$ cat config.mk
export PLATFORM = sky130hd
export DESIGN_NAME = wb_regfile
export DESIGN_NICKNAME = d
export VERILOG_FILES = /design/src/rtl/wb_regfile.sv
export SDC_FILE = /design/constraint.sdc
export NUM_CORES = 2
export LEC_CHECK = 0
export BUFFER_PORTS_ARGS = -buffer_cell sky130_fd_sc_hd__buf_4
export CAP_MARGIN = 15
export CELL_PAD_IN_SITES_DETAIL_PLACEMENT = 1
export CELL_PAD_IN_SITES_GLOBAL_PLACEMENT = 2
export CORE_MARGIN = 10
export CORE_UTILIZATION = 41
export CTS_CLUSTER_DIAMETER = 30
export DETAILED_ROUTE_END_ITERATION = 16
export PLACE_DENSITY = 0.91
export SLEW_MARGIN = 10
export SYNTH_ARGS = -nofsm -noshare
export SYNTH_HDL_FRONTEND = slang
export SYNTH_SLANG_ARGS = --single-unit
export TNS_END_PERCENT = 10
$ cat constraint.sdc
create_clock -name clk -period 48.2 [get_ports clk]
set_input_delay 14.46 -clock clk [delete_from_list [all_inputs] [get_ports clk]]
set_output_delay 14.46 -clock clk [all_outputs]
set_load 0.005 [all_outputs]
$ cat src/rtl/wb_regfile.sv
`default_nettype none
// ============================================================================
// Module   : wb_regfile
// Brief    : RV32I write-back stage: load formatting, 32x32 register file
//            with write-through read ports, forwarding triple and
//            retired-instruction counter.
// Revision : 1.0 - initial release
// ============================================================================
module wb_regfile #(
    parameter int addrWidth = 16
) (
    input  logic                 clk,
    input  logic                 rst,
    input  logic                 Stall,
    input  logic [addrWidth-1:0] pc_plus4,
    input  logic [31:0]          inst,
    input  logic [31:0]          alu_out,
    input  logic [31:0]          ld_data,
    input  logic [4:0]           rs1_addr,
    input  logic [4:0]           rs2_addr,
    output logic [31:0]          rs1_data,
    output logic [31:0]          rs2_data,
    output logic                 wb_en,
    output logic [4:0]           wb_rd,
    output logic [31:0]          wb_data,
    output logic [31:0]          retire_cnt
);

    localparam logic [6:0] c_OPC_LOAD  = 7'b0000011;
    localparam logic [6:0] c_OPC_JAL   = 7'b1101111;
    localparam logic [6:0] c_OPC_JALR  = 7'b1100111;
    localparam logic [6:0] c_OPC_OP    = 7'b0110011;
    localparam logic [6:0] c_OPC_OPIMM = 7'b0010011;
    localparam logic [6:0] c_OPC_LUI   = 7'b0110111;
    localparam logic [6:0] c_OPC_AUIPC = 7'b0010111;

    logic [6:0]  w_opcode;
    logic [4:0]  w_rd;
    logic [2:0]  w_funct3;
    logic [7:0]  w_byte;
    logic [15:0] w_half;
    logic [31:0] w_ret_addr;
    logic [31:0] w_load_val;
    logic        w_load_ok;
    logic [31:0] w_fmt;
    logic        w_writes;

    logic [31:0] r_regs [1:31];
    logic [31:0] r_retire_cnt;

    assign w_opcode   = inst[6:0];
    assign w_rd       = inst[11:7];
    assign w_funct3   = inst[14:12];
    assign w_ret_addr = 32'(pc_plus4);

    // Misaligned halves/words simply drop the low address bits.
    assign w_byte = ld_data[{alu_out[1:0], 3'b000} +: 8];
    assign w_half = alu_out[1] ? ld_data[31:16] : ld_data[15:0];

    always_comb begin
        w_load_ok  = 1'b1;
        w_load_val = ld_data;
        case (w_funct3)
            3'b000:  w_load_val = {{24{w_byte[7]}}, w_byte};
            3'b100:  w_load_val = {24'd0, w_byte};
            3'b001:  w_load_val = {{16{w_half[15]}}, w_half};
            3'b101:  w_load_val = {16'd0, w_half};
            3'b010:  w_load_val = ld_data;
            default: w_load_ok  = 1'b0;
        endcase
    end

    always_comb begin
        w_writes = 1'b0;
        w_fmt    = alu_out;
        case (w_opcode)
            c_OPC_LOAD: begin
                w_writes = w_load_ok;
                w_fmt    = w_load_val;
            end
            c_OPC_JAL, c_OPC_JALR: begin
                w_writes = 1'b1;
                w_fmt    = w_ret_addr;
            end
            c_OPC_OP, c_OPC_OPIMM, c_OPC_LUI, c_OPC_AUIPC: begin
                w_writes = 1'b1;
                w_fmt    = alu_out;
            end
            default: w_writes = 1'b0;
        endcase
    end

    assign wb_en   = w_writes && (w_rd != 5'd0) && !Stall && !rst;
    assign wb_rd   = w_rd;
    assign wb_data = w_fmt;

    always_ff @(posedge clk or posedge rst) begin
        if (rst) begin
            for (int i = 1; i < 32; i++) begin
                r_regs[i] <= '0;
            end
        end else if (wb_en) begin
            r_regs[w_rd] <= w_fmt;
        end
    end

    always_ff @(posedge clk or posedge rst) begin
        if (rst) begin
            r_retire_cnt <= '0;
        end else if (!Stall && (inst != 32'd0)) begin
            r_retire_cnt <= r_retire_cnt + 32'd1;
        end
    end

    assign retire_cnt = r_retire_cnt;

    // A commit in flight is visible to ID in the same cycle.
    function automatic logic [31:0] read_port(input logic [4:0] addr);
        if (addr == 5'd0) begin
            return 32'd0;
        end else if (wb_en && (addr == w_rd)) begin
            return w_fmt;
        end else begin
            return r_regs[addr];
        end
    endfunction

    assign rs1_data = read_port(rs1_addr);
    assign rs2_data = read_port(rs2_addr);

endmodule
`default_nettype wire

# Yosys cells after proc, flatten, opt, wreduce, memory -nomap -nowiden
# Index checks and enable logic that the tools add are counted.
[totals] ff_bits=1024 in_bits=125
[classes] add_sub_neg=1 order_cmp=4 n_eq_ne=13 n_shift=1 mux=18 bitwise_logic=3 n_reduce_logical=17
[ops] operator="bitwise mux 992 bit" n=1
[ops] operator="binary-select mux 32 bit (select 5 bit)" n=2
[ops] operator="2-to-1 mux 32 bit" n=9
[ops] operator="demux 32 bit (select 5 bit)" n=1
[ops] operator="case mux 32 bit (4 select lines)" n=1
[ops] operator="case mux 32 bit (2 select lines)" n=1
[ops] operator="adder 32 x 1 -> 32 bit, second input constant" n=1
[ops] operator="nonzero test 32 bit" n=1
[ops] operator="indexed part select 32 x 6 -> 8 bit" n=1
[ops] operator=">= comparator 6 bit, second input constant" n=3
[ops] operator="NOT 5 -> 6 bit" n=3
[ops] operator="2-to-1 mux 16 bit" n=1
[ops] operator="== test 7 x 5 -> 1 bit, second input constant" n=2
[ops] operator="== test 7 x 6 -> 1 bit, second input constant" n=2
[ops] operator="== test 7 bit, second input constant" n=2
[ops] operator="== test 5 bit" n=2
[ops] operator="zero test 5 bit" n=2
[ops] operator="== test 7 x 2 -> 1 bit, second input constant" n=1
[ops] operator="logical AND 1 bit" n=7
[ops] operator="== test 3 bit, second input constant" n=2
[ops] operator="less-than comparator 6 x 1 -> 1 bit, second input constant" n=1
[ops] operator="OR reduction 6 bit" n=1
[ops] operator="nonzero test 5 bit" n=1
[ops] operator="OR reduction 5 bit" n=1
[ops] operator="other kinds (7)" n=8

# Longest topological paths before layout
[depth] ltp_word=10 mapped_depth=11 depth_no_buf=7

# Worst setup path before layout
# Ideal clock, no wire load.
[synth_path] kind="input port to output port" startpoint="input port rs1_addr[0]" endpoint="output port rs1_data[15]" t_arrival_ns=16.389 required_time_ns=33.740 setup_slack_ns=17.351 path_stages=10 cell_sequence="clkbuf_1 > buf_4 > buf_2 > buf_2 > buf_2 > mux4_2 > a211oi_1 > a21oi_1 > a22oi_1 > o21ai_0"
[synth_between] elab_chain_cells=6
[synth_lines] element="start, declared" line_no="19" text="input logic [4:0] rs1_addr,"
[synth_lines] element="NOT 5 -> 6 bit (not written as such)" line_no="124" text="return r_regs[addr];"
[synth_lines] element="binary-select mux 32 bit (select 5 bit)" line_no="124"
[synth_lines] element="2-to-1 mux 32 bit (not written as such) (2 in series)" line_no="124"
[synth_lines] element="2-to-1 mux 32 bit" line_no="121" text="end else if (wb_en && (addr == w_rd)) begin"
[synth_lines] element="2-to-1 mux 32 bit (*)" line_no="119" text="if (addr == 5'd0) begin"
[synth_lines] element="end, declared" line_no="21" text="output logic [31:0] rs1_data,"
# Every way passes the cells marked *; elsewhere a longest branch is shown, timed or not. The select of a mux whose other input is x is not followed.

# Final worst setup path
[layout_path] startpoint="input port rs1_addr[0]" endpoint="output port rs1_data[13]"
# Same word-level chain as after synthesis.

==> summary.txt <==
Syn Area/Cell - 10.39 µm²
Total GRT Usage - 30.09%
mapped cell area - 54550 µm²
critical register-to-register path endpoint - retire_cnt[21]
Worst Max-Slew Pin Slew - 1236 ps
period utilisation layout - 69.73%
status - finished clean
Critical Path AT - 19150 ps
Hold EP - retire_cnt[31]
final worst slack - 14590 ps
CTS Hold Bufs - 0
Inserted Clock Buffers - 233
Core Area - 131800 µm²
Compound-Gate Fraction of Synth Area - 16.50%
Reg2Reg Depth - 6
Worst setup EP type - output port
post-route DRC violation count - 0
register area - 25620 µm²
CTS root buffer - clkbuf_16
Nets - 5455
post-layout util - 50.51%
synth top area cells - dfrtp_1, mux4_2, a21oi_1
most frequent cells in the layout - dfrtp_1, nor2_1, a21oi_1, o21ai_0, mux4_2
CP Cell Sequence - buf_8 > buf_4 > buf_4 > buf_4 > mux4_2 > mux2i_1 > a21oi_1 > a22oi_1 > o21ai_0 > buf_4
WHS Path Cells - 1
Detail Placement HPWL - 122.2 mm
row cnt - 133
Worst VDD drop - 0.03655 mV
number of synthesized register bits - 1024
global-route wire length before repair - 337.5 mm
initial antenna violation count - 6
# Post-CTS Setup Buffers - 0
post-synthesis mux area share - 20.92%
crit-path max cell delay - 830 ps
asr flop ratio synth - 100.0%
top-area cell type share of the netlist area - 46.98%
Setup WS pre-CTS - 14740 ps
Vias/cell - 6.641
input/output buffers - 258
Detailed Route WL - 227.5 mm
Synth cell types - 61
clock-pin slew on the worst setup and hold paths - 50 ps
Pre-Repair DR Iteration Count - 5
Synth Area in XOR/XNOR - 0.6583%
post-synthesis simple-gate area fraction - 10.45%
worst path required time - 33740 ps
P&R area growth vs syn - 22.05%
GRT overflow - 0
cell at the slowest stage of the critical path - buf_4
Seq/Total Area, Yosys - 46.98%
Final Setup Violations - 0
Max Clk Rate - 0.02975 GHz
skew final - 24.09 ps
Die Ht - 384.7 µm
Mapped Cells - 5252
Power Density - 42.92 nW/µm²
die area - 148000 µm²
CTS tree - yes
Post-Syn Nets - 5378
Fill cells - 13950
wire per inst - 31.19 µm
yosys warns - 0
clk_lat worst skew - 850 ps
IO Count - 259
RSZ-0062 raised after global routing - false
CP Class - input pin to output port
fin. max-slew vios - 0
Worst R2R Start - retire_cnt[2]
vias in the first global route - 52200
Post-Synth Adder-Cell Area - 0.02294%
worst hold start - retire_cnt[31]
min-delay worst type - register to register
die width - 384.7 µm
Post-synth EDFFs - 0
clock sink count - 1024
top cell type by total area after synthesis - dfrtp_1
clock period minus worst slack - 33610 ps
gpl congestion - 0.8587
PostCTS Resize Cnt - 0
largest net degree at the start of global routing - 176
layout cells sized above 1 - 23.46%
DRT iter0 DRCs - 5039
Main synth FF type - dfrtp_1
largest family of logic cells by synthesized area - multiplexers
final setup TNS - 0 ps
most common cell after layout, fill and taps aside - dfrtp_1
Critical Path Most Common Cell - buf_4
total power - 2.857 mW
ANT nets after route - 0
static leakage - 29.37 nW
Initial Util - 41.39%
Via Count - 48430
startpoint class of the critical path - input pin
max_cap viols - 0
Final Hold Viols - 0
multi-input combinational cell area - 26940 µm²
slew margin rel. - 16.74%
CTS max path bufs - 3
flop2flop setup slack - 46000 ps
Crit Path Max Fanout - 56
CTS H-tree lvls - 4
sequential cells by signal, summed over array words and instances, names as in the netlist:
register and flops:
r_regs 992, retire_cnt 32
synth_stat cells (44+ instances only):
library cell and count:
nand3_1 67, mux2i_1 248, dfrtp_1 1024, a221oi_1 80
nor2_1 783, mux4_2 374, inv_1 52, buf_2 142
nand2_1 348, nand2b_1 46, mux2_2 45, clkbuf_1 355
o21ai_0 410, o211ai_1 44, a22oi_1 49, a21oi_1 763
logic make-up (layout without fill, tap and decap cells):
group	Yosys count	in the layout
flops	1024	1024
xor+xnor	41	41
mux	667	667
buf+inv	595	876
simple gates	1369	1369
fa+ha+maj	1	1
compound gates	1555	1555
other cells	0	5
worst max path at each step:
stage	start	end	slack (ps)
6_report	rs1_addr[0]	rs1_data[13]	14590
5_1_grt	rs1_addr[0]	rs1_data[13]	14400
4_1_cts	rs1_addr[0]	rs1_data[13]	14640
3_5_place_dp	rs1_addr[0]	rs1_data[13]	14740
3_3_place_gp	rs1_addr[0]	rs1_data[13]	14740
2_1_floorplan	rst	r_regs[0]	4920
report_power, final:
part           switching (mW)  internal, mW
Combinational           0.150        0.0813
Clock                   0.556          1.17
Sequential             0.0206         0.883
Total                   0.726          2.13
worst max-delay path, delay by kind of cell:
kind            cells  cell delay [ps]
buf+inv             5             2910
mux                 2              780
compound gates      3              740
per-stage QoR:
| stage | hold WS [ps] | cells | area, µm² |
|---|---|---|---|
| after CTS | 491.6 | 7287 | 66530 |
| after global placement | 465.7 | 6848 | 57930 |
| after detailed placement | 481.3 | 6848 | 57930 |
| after global routing | 496.6 | 7288 | 66560 |
| after floorplan | 460.9 | 5252 | 54550 |
| final | 490.4 | 7293 | 66570 |
metal layers:
layer | vias up | global-route usage (%) | wire (µm)
li1 | 19370 | - | -
met1 | 25300 | 37.51 | 87050
met2 | 2924 | 47.86 | 105900
met3 | 831 | 7.065 | 21430
met4 | 2 | 17.33 | 13120
met5 | - | 0 | 13
final cells by class:
| cell class | count | area share [%] |
|---|---|---|
| Antenna cell | 5 | 0.01879 |
| Sequential cell | 1024 | 38.49 |
| Tap cell | 1755 | 3.298 |
| Timing Repair Buffer | 383 | 4.486 |
| Multi-Input combinational cell | 3633 | 40.47 |
| Inverter | 54 | 0.3157 |
| Clock buffer | 288 | 9.553 |
| Clock inverter | 151 | 3.362 |
Power figures use the tool's default switching activity.
